--- config.mk ---
export PLATFORM = sky130hd
export DESIGN_NAME = lam_unit
export DESIGN_NICKNAME = d
export VERILOG_FILES = /design/src/rtl/lam_unit.sv
export SDC_FILE = /design/constraint.sdc
export NUM_CORES = 1
export LEC_CHECK = 0
export CAP_MARGIN = 20
export CELL_PAD_IN_SITES_DETAIL_PLACEMENT = 1
export CELL_PAD_IN_SITES_GLOBAL_PLACEMENT = 1
export CORE_ASPECT_RATIO = 1.4
export CORE_UTILIZATION = 34
export CTS_BUF_LIST = sky130_fd_sc_hd__clkbuf_8
export DETAILED_ROUTE_END_ITERATION = 10
export PLACE_DENSITY_LB_ADDON = 0.1
export SYNTH_ARGS = -nofsm -noshare
export SYNTH_HDL_FRONTEND = slang
export SYNTH_SLANG_ARGS = --single-unit
--- constraint.sdc ---
create_clock -name clk -period 2.8 [get_ports clk]
set_clock_uncertainty 0.05 [all_clocks]
set_input_delay 0.7 -clock clk [delete_from_list [all_inputs] [get_ports clk]]
set_output_delay 0.7 -clock clk [all_outputs]
set_load 0.05 [all_outputs]
--- src/rtl/lam_unit.sv ---
// rtl/lam_unit.sv - load/store execution unit with single-outstanding req/ack memory port
// Stores read the source register via selM_in/outM; loads write back through selM_out/busM.
module lam_unit #(
  parameter int TIMEOUT_CYCLES = 255
) (
  input  logic        clk,
  input  logic        reset,
  input  logic        cmd_valid,
  output logic        cmd_ready,
  input  logic        cmd_store,
  input  logic [1:0]  cmd_size,
  input  logic        cmd_unsigned,
  input  logic [31:0] cmd_addr,
  input  logic [4:0]  cmd_reg,
  output logic [4:0]  selM_in,
  input  logic [31:0] outM,
  output logic [4:0]  selM_out,
  output logic [31:0] busM,
  output logic        mem_req,
  output logic        mem_we,
  output logic [31:0] mem_addr,
  output logic [31:0] mem_wdata,
  output logic [3:0]  mem_be,
  input  logic        mem_ack,
  input  logic [31:0] mem_rdata,
  output logic        busy,
  output logic        err_misaligned,
  output logic        err_timeout
);

  typedef enum logic [1:0] {IDLE, REQ, WB, ERR} state_t;

  localparam logic [15:0] CNT_LAST = 16'(TIMEOUT_CYCLES - 1);

  state_t      state;
  logic [15:0] cnt;
  logic [1:0]  l_lo;
  logic [1:0]  l_size;
  logic        l_uns;
  logic [4:0]  l_reg;

  logic        misaligned;
  logic [31:0] st_wdata;
  logic [3:0]  st_be;
  logic [7:0]  ld_byte;
  logic [15:0] ld_half;
  logic [31:0] ld_data;

  assign cmd_ready = (state == IDLE) && reset;
  assign selM_in   = cmd_reg;
  assign busy      = (state != IDLE);

  always_comb begin
    misaligned = 1'b0;
    case (cmd_size)
      2'b01:   misaligned = cmd_addr[0];
      2'b10:   misaligned = (cmd_addr[1:0] != 2'b00);
      2'b11:   misaligned = 1'b1;
      default: misaligned = 1'b0;
    endcase
  end

  // Narrow stores replicate the datum across all lanes; byte enables pick the lane.
  always_comb begin
    st_wdata = outM;
    st_be    = 4'b1111;
    case (cmd_size)
      2'b00: begin
        st_wdata = {4{outM[7:0]}};
        st_be    = 4'b0001 << cmd_addr[1:0];
      end
      2'b01: begin
        st_wdata = {2{outM[15:0]}};
        st_be    = cmd_addr[1] ? 4'b1100 : 4'b0011;
      end
      default: ;
    endcase
  end

  always_comb begin
    ld_byte = mem_rdata[{l_lo, 3'b000} +: 8];
    ld_half = l_lo[1] ? mem_rdata[31:16] : mem_rdata[15:0];
    case (l_size)
      2'b00:   ld_data = {{24{~l_uns & ld_byte[7]}}, ld_byte};
      2'b01:   ld_data = {{16{~l_uns & ld_half[15]}}, ld_half};
      default: ld_data = mem_rdata;
    endcase
  end

  always_ff @(posedge clk) begin
    if (!reset) begin
      state          <= IDLE;
      cnt            <= '0;
      l_lo           <= '0;
      l_size         <= '0;
      l_uns          <= 1'b0;
      l_reg          <= '0;
      selM_out       <= '0;
      busM           <= '0;
      mem_req        <= 1'b0;
      mem_we         <= 1'b0;
      mem_addr       <= '0;
      mem_wdata      <= '0;
      mem_be         <= '0;
      err_misaligned <= 1'b0;
      err_timeout    <= 1'b0;
    end else begin
      err_misaligned <= 1'b0;
      err_timeout    <= 1'b0;
      case (state)
        IDLE: begin
          if (cmd_valid) begin
            l_lo   <= cmd_addr[1:0];
            l_size <= cmd_size;
            l_uns  <= cmd_unsigned;
            l_reg  <= cmd_reg;
            cnt    <= '0;
            if (misaligned) begin
              state          <= ERR;
              err_misaligned <= 1'b1;
            end else begin
              state     <= REQ;
              mem_req   <= 1'b1;
              mem_we    <= cmd_store;
              mem_addr  <= {cmd_addr[31:2], 2'b00};
              mem_wdata <= cmd_store ? st_wdata : 32'd0;
              mem_be    <= cmd_store ? st_be : 4'b1111;
            end
          end
        end
        REQ: begin
          // Ack is checked first so an ack on the last allowed cycle beats the timeout.
          if (mem_ack || cnt == CNT_LAST) begin
            mem_req   <= 1'b0;
            mem_we    <= 1'b0;
            mem_addr  <= '0;
            mem_wdata <= '0;
            mem_be    <= '0;
            state     <= IDLE;
            if (!mem_ack) begin
              err_timeout <= 1'b1;
            end else if (!mem_we) begin
              state    <= WB;
              selM_out <= l_reg;
              busM     <= ld_data;
            end
          end else begin
            cnt <= cnt + 16'd1;
          end
        end
        WB: begin
          selM_out <= '0;
          busM     <= '0;
          state    <= IDLE;
        end
        default: state <= IDLE;
      endcase
    end
  end

endmodule

==> results of run 1 <==
## worst paths after layout
kind	end	slack, ps	depth (start not counted)
worst max-delay path	busy	250	3
worst min-delay path	busM[13]$_SDFFE_PN0P_	410	1
worst max register to register	mem_we$_SDFFE_PN0P_	420	7
worst min register to register	busM[13]$_SDFFE_PN0P_	410	1
## kinds of logic (layout without fill, tap and decap cells)
kind of cell	count (synthesis)	count (layout)	share of synthesized area
xor+xnor	10	10	0.0140
flops	135	135	0.433
compound gates	164	164	0.197
mux	71	71	0.120
buf+inv	86	297	0.0641
other cells	1	3	0.000601
fa+ha+maj	2	2	0.00401
simple gates	224	224	0.167
## critical path, stage by stage, from the launching register on
cell,delay [ps]
dfxtp_1,490
nor2_1,140
inv_1,170
dlygate4sd2_1,550
## power by group through the flow
stage	Sequential (mW)	Combinational (mW)	Clock (mW)
final	2.11	1.31	1.91
after global routing	2.13	1.38	2.04
after CTS	2.11	1.32	1.97
after detailed placement	2.16	1.31	0
after global placement	2.15	1.29	0
after floorplan	2.46	0.490	0
## cell type report
type	count	area, um^2
antenna	1	2.50
clock buffer	20	275
clock inverter	11	194
fill	2103	8830
inverter	24	90.1
multi-input combinational	473	3140
sequential	135	2700
tap	240	300
timing repair buffer	242	2450
## layer usage
| layer | vias to the layer above | part of all wire | global-route usage |
|---|---|---|---|
| li1 | 2863 | - | - |
| met3 | 48 | 0.065 | 0.0558 |
| met2 | 189 | 0.52 | 0.401 |
| met1 | 2912 | 0.38 | 0.243 |
| met4 | 0 | 0.036 | 0.122 |
| met5 | - | 0 | 0 |
## synth_stat cells (6+ instances only)
cell,n,share of area
clkbuf_1,37,0.022
xor2_1,6,0.0084
nor2_1,27,0.016
nor2b_1,12,0.012
o221ai_1,7,0.0098
a21boi_0,7,0.0084
a221oi_1,8,0.011
nand4_1,7,0.0070
nand3_1,6,0.0048
inv_1,24,0.014
a22o_1,9,0.013
mux2i_1,47,0.075
and3_1,6,0.0060
a221o_1,16,0.026
nand2_1,139,0.084
o21ai_0,21,0.017
a41o_1,29,0.046
mux2_2,23,0.041
a21o_1,9,0.011
dfxtp_1,135,0.43
a31oi_1,8,0.0080
buf_4,12,0.014
buf_2,8,0.0064
a21oi_1,36,0.029
==> flow_metrics.tcl, run 1 <==
set metrics [dict create \
    status "complete, no violations" \
    drt_pre_antenna_iters 4 \
    whs_ps 411 \
    grt_pass1_vias 6324 \
    clk_pin_slew_ps 80 \
    cts_hold_buf 0 \
    yosys.cell_types.count 55 \
    setup_slack_ps 247 \
    clockPowerShare 0.358 \
    die_w_um 117 \
    swShare 0.309 \
    via_per_inst 5.25 \
    synth_edf_count 0 \
    arrival_ps 1800 \
    hold_violations 0 \
    clkLatencyLatePin_ps 440 \
    dp_cells 1114 \
    min_period_over_period 0.912 \
    synth_area_um2 6240 \
    wl_um 21000 \
    period_needed_ps 2550 \
    ys_seq_elements 135 \
    area_growth_pct 46.8 \
    final_cells 1146 \
    total_power_mw 5.33 \
    finalSetupTns_ps 0 \
    critPathLaunchType "register" \
    syn-instance-count 693 \
    global_route.usage.total 0.227 \
    vdd_drop_max_uv 284 \
    r2r_start "cnt[0]$_SDFFE_PN0P_" \
    io_pins 225 \
    vias 6012 \
    core_area_um2 18000 \
    worst-path-max-fanout 6 \
    slew_viol_final 0 \
    crit_path_end_kind "primary output" \
    p_int_mw 3.68 \
    final_area_um2 9160 \
    htree_levels 4 \
    drc_errors 0 \
    overflow 0 \
    grt_max_degree 38 \
    ys_seq_area_frac 0.433 \
    p_comb_frac 0.245 \
    rows 58 \
    utilization 0.509 \
    post_cts_buffers 0 \
    p_leak_nw 3.79 \
    cts_buffers 17 \
    critical_path_class "register to primary output" \
    power_density_nw_per_um2 581 \
    die_area_um2 18900 \
    place_hpwl_um 15600 \
    synth_flop_cell "dfxtp_1" \
    final_nets 1004 \
    start_util 0.347 \
    antenna_found_initial 1 \
    wl_per_cell_um 18.3 \
    relSlewSlack 0.340 \
    power.switching_mw 1.65 \
    grt_first_pass_wirelength_um 32900 \
    ant_nets 0 \
    cts-root-buf "clkbuf_8" \
    mostFrequentLayoutCells "clkdlybuf4s50_1, nand2_1, dfxtp_1, mux2i_1, a21oi_1" \
    hp-start "busM[13]$_SDFFE_PN0P_" \
    required_ps 2050 \
    io_buffer_count 222 \
    rsz0062_at_grt "no" \
    place_congestion 0.815 \
    tightest_slew_ps 989 \
    ctsResizeCount 1 \
    cts_tree "built" \
    hold_class "register to register" \
    power.share.sequential 0.397 \
    max-cap-violations 0 \
    yosysWarnings 0 \
    crit_start "state[1]$_SDFFE_PN0P_" \
    layout.cells.most_common "clkdlybuf4s50_1" \
    top_regs "busM: 32 flops, mem_wdata: 32 flops, mem_addr: 30 flops" \
    syn_avg_cell_area_um2 9.01 \
    ys_async_sr_fraction 0 \
    clockBufferDepth 2 \
    place_ws_ps -17.4 \
    clock_sinks 135 \
    setup_viol 0 \
    drive_above_1_share 0.103 \
    drt_iter0_drc 349 \
    place_area_um2 8690 \
    die_h_um 162 \
    fmax_mhz 392 \
]
Power figures use the tool's default switching activity.
==> run 2, diff against run 1 <==
CORE_UTILIZATION = 33   (was 34)
CTS_BUF_LIST = unset   (was sky130_fd_sc_hd__clkbuf_8)
==> run 2 against run 1 <==
Net effect: first-iteration DRC count is 15% lower; global-route usage is 0.52 points lower; critical path depth stayed put; setup slack better by 50 ps; wire length is 2.2% higher; sequential share of layout area is 0.48 points lower; non-clock buffer count is 3 higher.
==> flow_metrics.tcl, run 2 (synthesis results as in run 1) <==
set metrics [dict create \
    setup_viol 0 \
    start_util 0.337 \
    final_cells 1152 \
    swShare 0.296 \
    whs_ps 401 \
    vdd_drop_max_uv 413 \
    ant_nets 0 \
    drt_iter0_drc 296 \
    layout.cells.most_common "clkdlybuf4s50_1" \
    antenna_found_initial 0 \
    via_per_inst 5.20 \
    ctsResizeCount 1 \
    tightest_slew_ps 946 \
    relSlewSlack 0.369 \
    crit_path_end_kind "primary output" \
    worst-path-max-fanout 6 \
    die_w_um 118 \
    power.share.sequential 0.369 \
    holdPathStages 1 \
    wl_um 21500 \
    p_leak_nw 3.87 \
    place_ws_ps -64.8 \
    cts_tree "built" \
    cts-root-buf "clkbuf_16" \
    setup_slack_ps 297 \
    antenna_cells 0 \
    critPathLaunchType "register" \
    hold_violations 0 \
    mostFrequentLayoutCells "clkdlybuf4s50_1, nand2_1, dfxtp_1, mux2i_1, a21oi_1" \
    period_needed_ps 2500 \
    hp-start "busM[9]$_SDFFE_PN0P_" \
    die_h_um 165 \
    grt_pass1_vias 6350 \
    final_nets 1007 \
    io_pins 225 \
    top_regs "busM: 32 flops, mem_wdata: 32 flops, mem_addr: 30 flops" \
    grt_first_pass_wirelength_um 33700 \
    rsz0062_at_grt "no" \
    hold_class "register to register" \
    core_area_um2 18500 \
    p_int_mw 4.04 \
    area_growth_pct 49.2 \
    clk_pin_slew_ps 50 \
    status "complete, no violations" \
    finalSetupTns_ps 0 \
    power_density_nw_per_um2 616 \
    post_cts_buffers 0 \
    clockBufferDepth 2 \
    clock_sinks 135 \
    place_congestion 0.816 \
    max-cap-violations 0 \
    place_hpwl_um 15800 \
    nFillCells 2105 \
    reg2reg_slack_ps 380 \
    vias 5986 \
    dp_cells 1121 \
    overflow 0 \
    grt_max_degree 44 \
    fmax_mhz 400 \
    clkLatencyLatePin_ps 410 \
    global_route.usage.total 0.221 \
    reg2reg_depth 5 \
    arrival_ps 1750 \
    drt_pre_antenna_iters 4 \
    power.switching_mw 1.70 \
    die_area_um2 19500 \
    wl_per_cell_um 18.6 \
    p_comb_frac 0.229 \
    slew_viol_final 0 \
    r2r_start "cnt[10]$_SDFFE_PN0P_" \
    drive_above_1_share 0.104 \
    critical_path_class "register to primary output" \
    holdPathEnd "busM[9]$_SDFFE_PN0P_" \
    drc_errors 0 \
    cts_buffers 17 \
    clockPowerShare 0.401 \
    rows 59 \
    htree_levels 4 \
    r2r_end "mem_addr[17]$_SDFFE_PN0P_" \
    cts_hold_buf 0 \
    io_buffer_count 222 \
    min_period_over_period 0.894 \
    required_ps 2050 \
]
-- run 2: cell types whose count changed in the layout (fill, tap and decap cells not counted), sizes merged --
| cell | delta |
|---|---|
| buf | +3 |
| diode | -1 |
| clkinv | +2 |
| clkbuf | +3 |
| inv | -1 |
| clkinvlp | -2 |
| bufinv | -2 |
-- run 2: how the worst max path moves through the flow --
stage / start / to / cells after the start
after floorplan: reset / cmd_ready / 4
final: state[1]$_SDFFE_PN0P_ / busy / 3
after global placement: cmd_size[0] / mem_we$_SDFFE_PN0P_ / 6
after global routing: cmd_size[0] / mem_addr[31]$_SDFFE_PN0P_ / 6
after detailed placement: cmd_size[0] / mem_addr[17]$_SDFFE_PN0P_ / 6
after CTS: state[1]$_SDFFE_PN0P_ / busy / 3
-- run 2: area by class of cell --
type,count,area [um^2],share of cell area
clock buffer,23,488,0.0524
sequential,135,2700,0.290
tap,244,305,0.0328
clock inverter,8,120,0.0129
inverter,24,90.1,0.00967
timing repair buffer,245,2460,0.265
multi-input combinational,473,3140,0.338
-- run 2: stage by stage --
step	area (um^2)	utilization	total power, mW
after floorplan	6250	-	2.95
after global placement	8710	0.470	3.45
after detailed placement	8710	0.470	3.48
after CTS	9310	0.503	5.80
after global routing	9310	0.503	5.96
final	9310	0.503	5.74
-- run 2: routing by layer --
layer / GRT usage / share of wire / up-vias
met2: 0.410 / 0.53 / 165
met5: 0 / 0 / -
met3: 0.0694 / 0.061 / 25
li1: - / - / 2872
met4: 0.0752 / 0.017 / 0
met1: 0.236 / 0.39 / 2924
-- run 2: worst max-delay path, stage by stage, from the launching register on --
cell,delay (ps)
dfxtp_1,480
nor2_1,120
inv_1,190
dlygate4sd2_1,560
-- run 2: power groups by stage --
stage | logic [mW] | clock network (mW) | registers, mW
floorplan | 0.490 | 0 | 2.46
global placement | 1.29 | 0 | 2.15
detailed placement | 1.32 | 0 | 2.16
CTS | 1.33 | 2.35 | 2.12
global route | 1.39 | 2.44 | 2.13
finish | 1.32 | 2.30 | 2.12
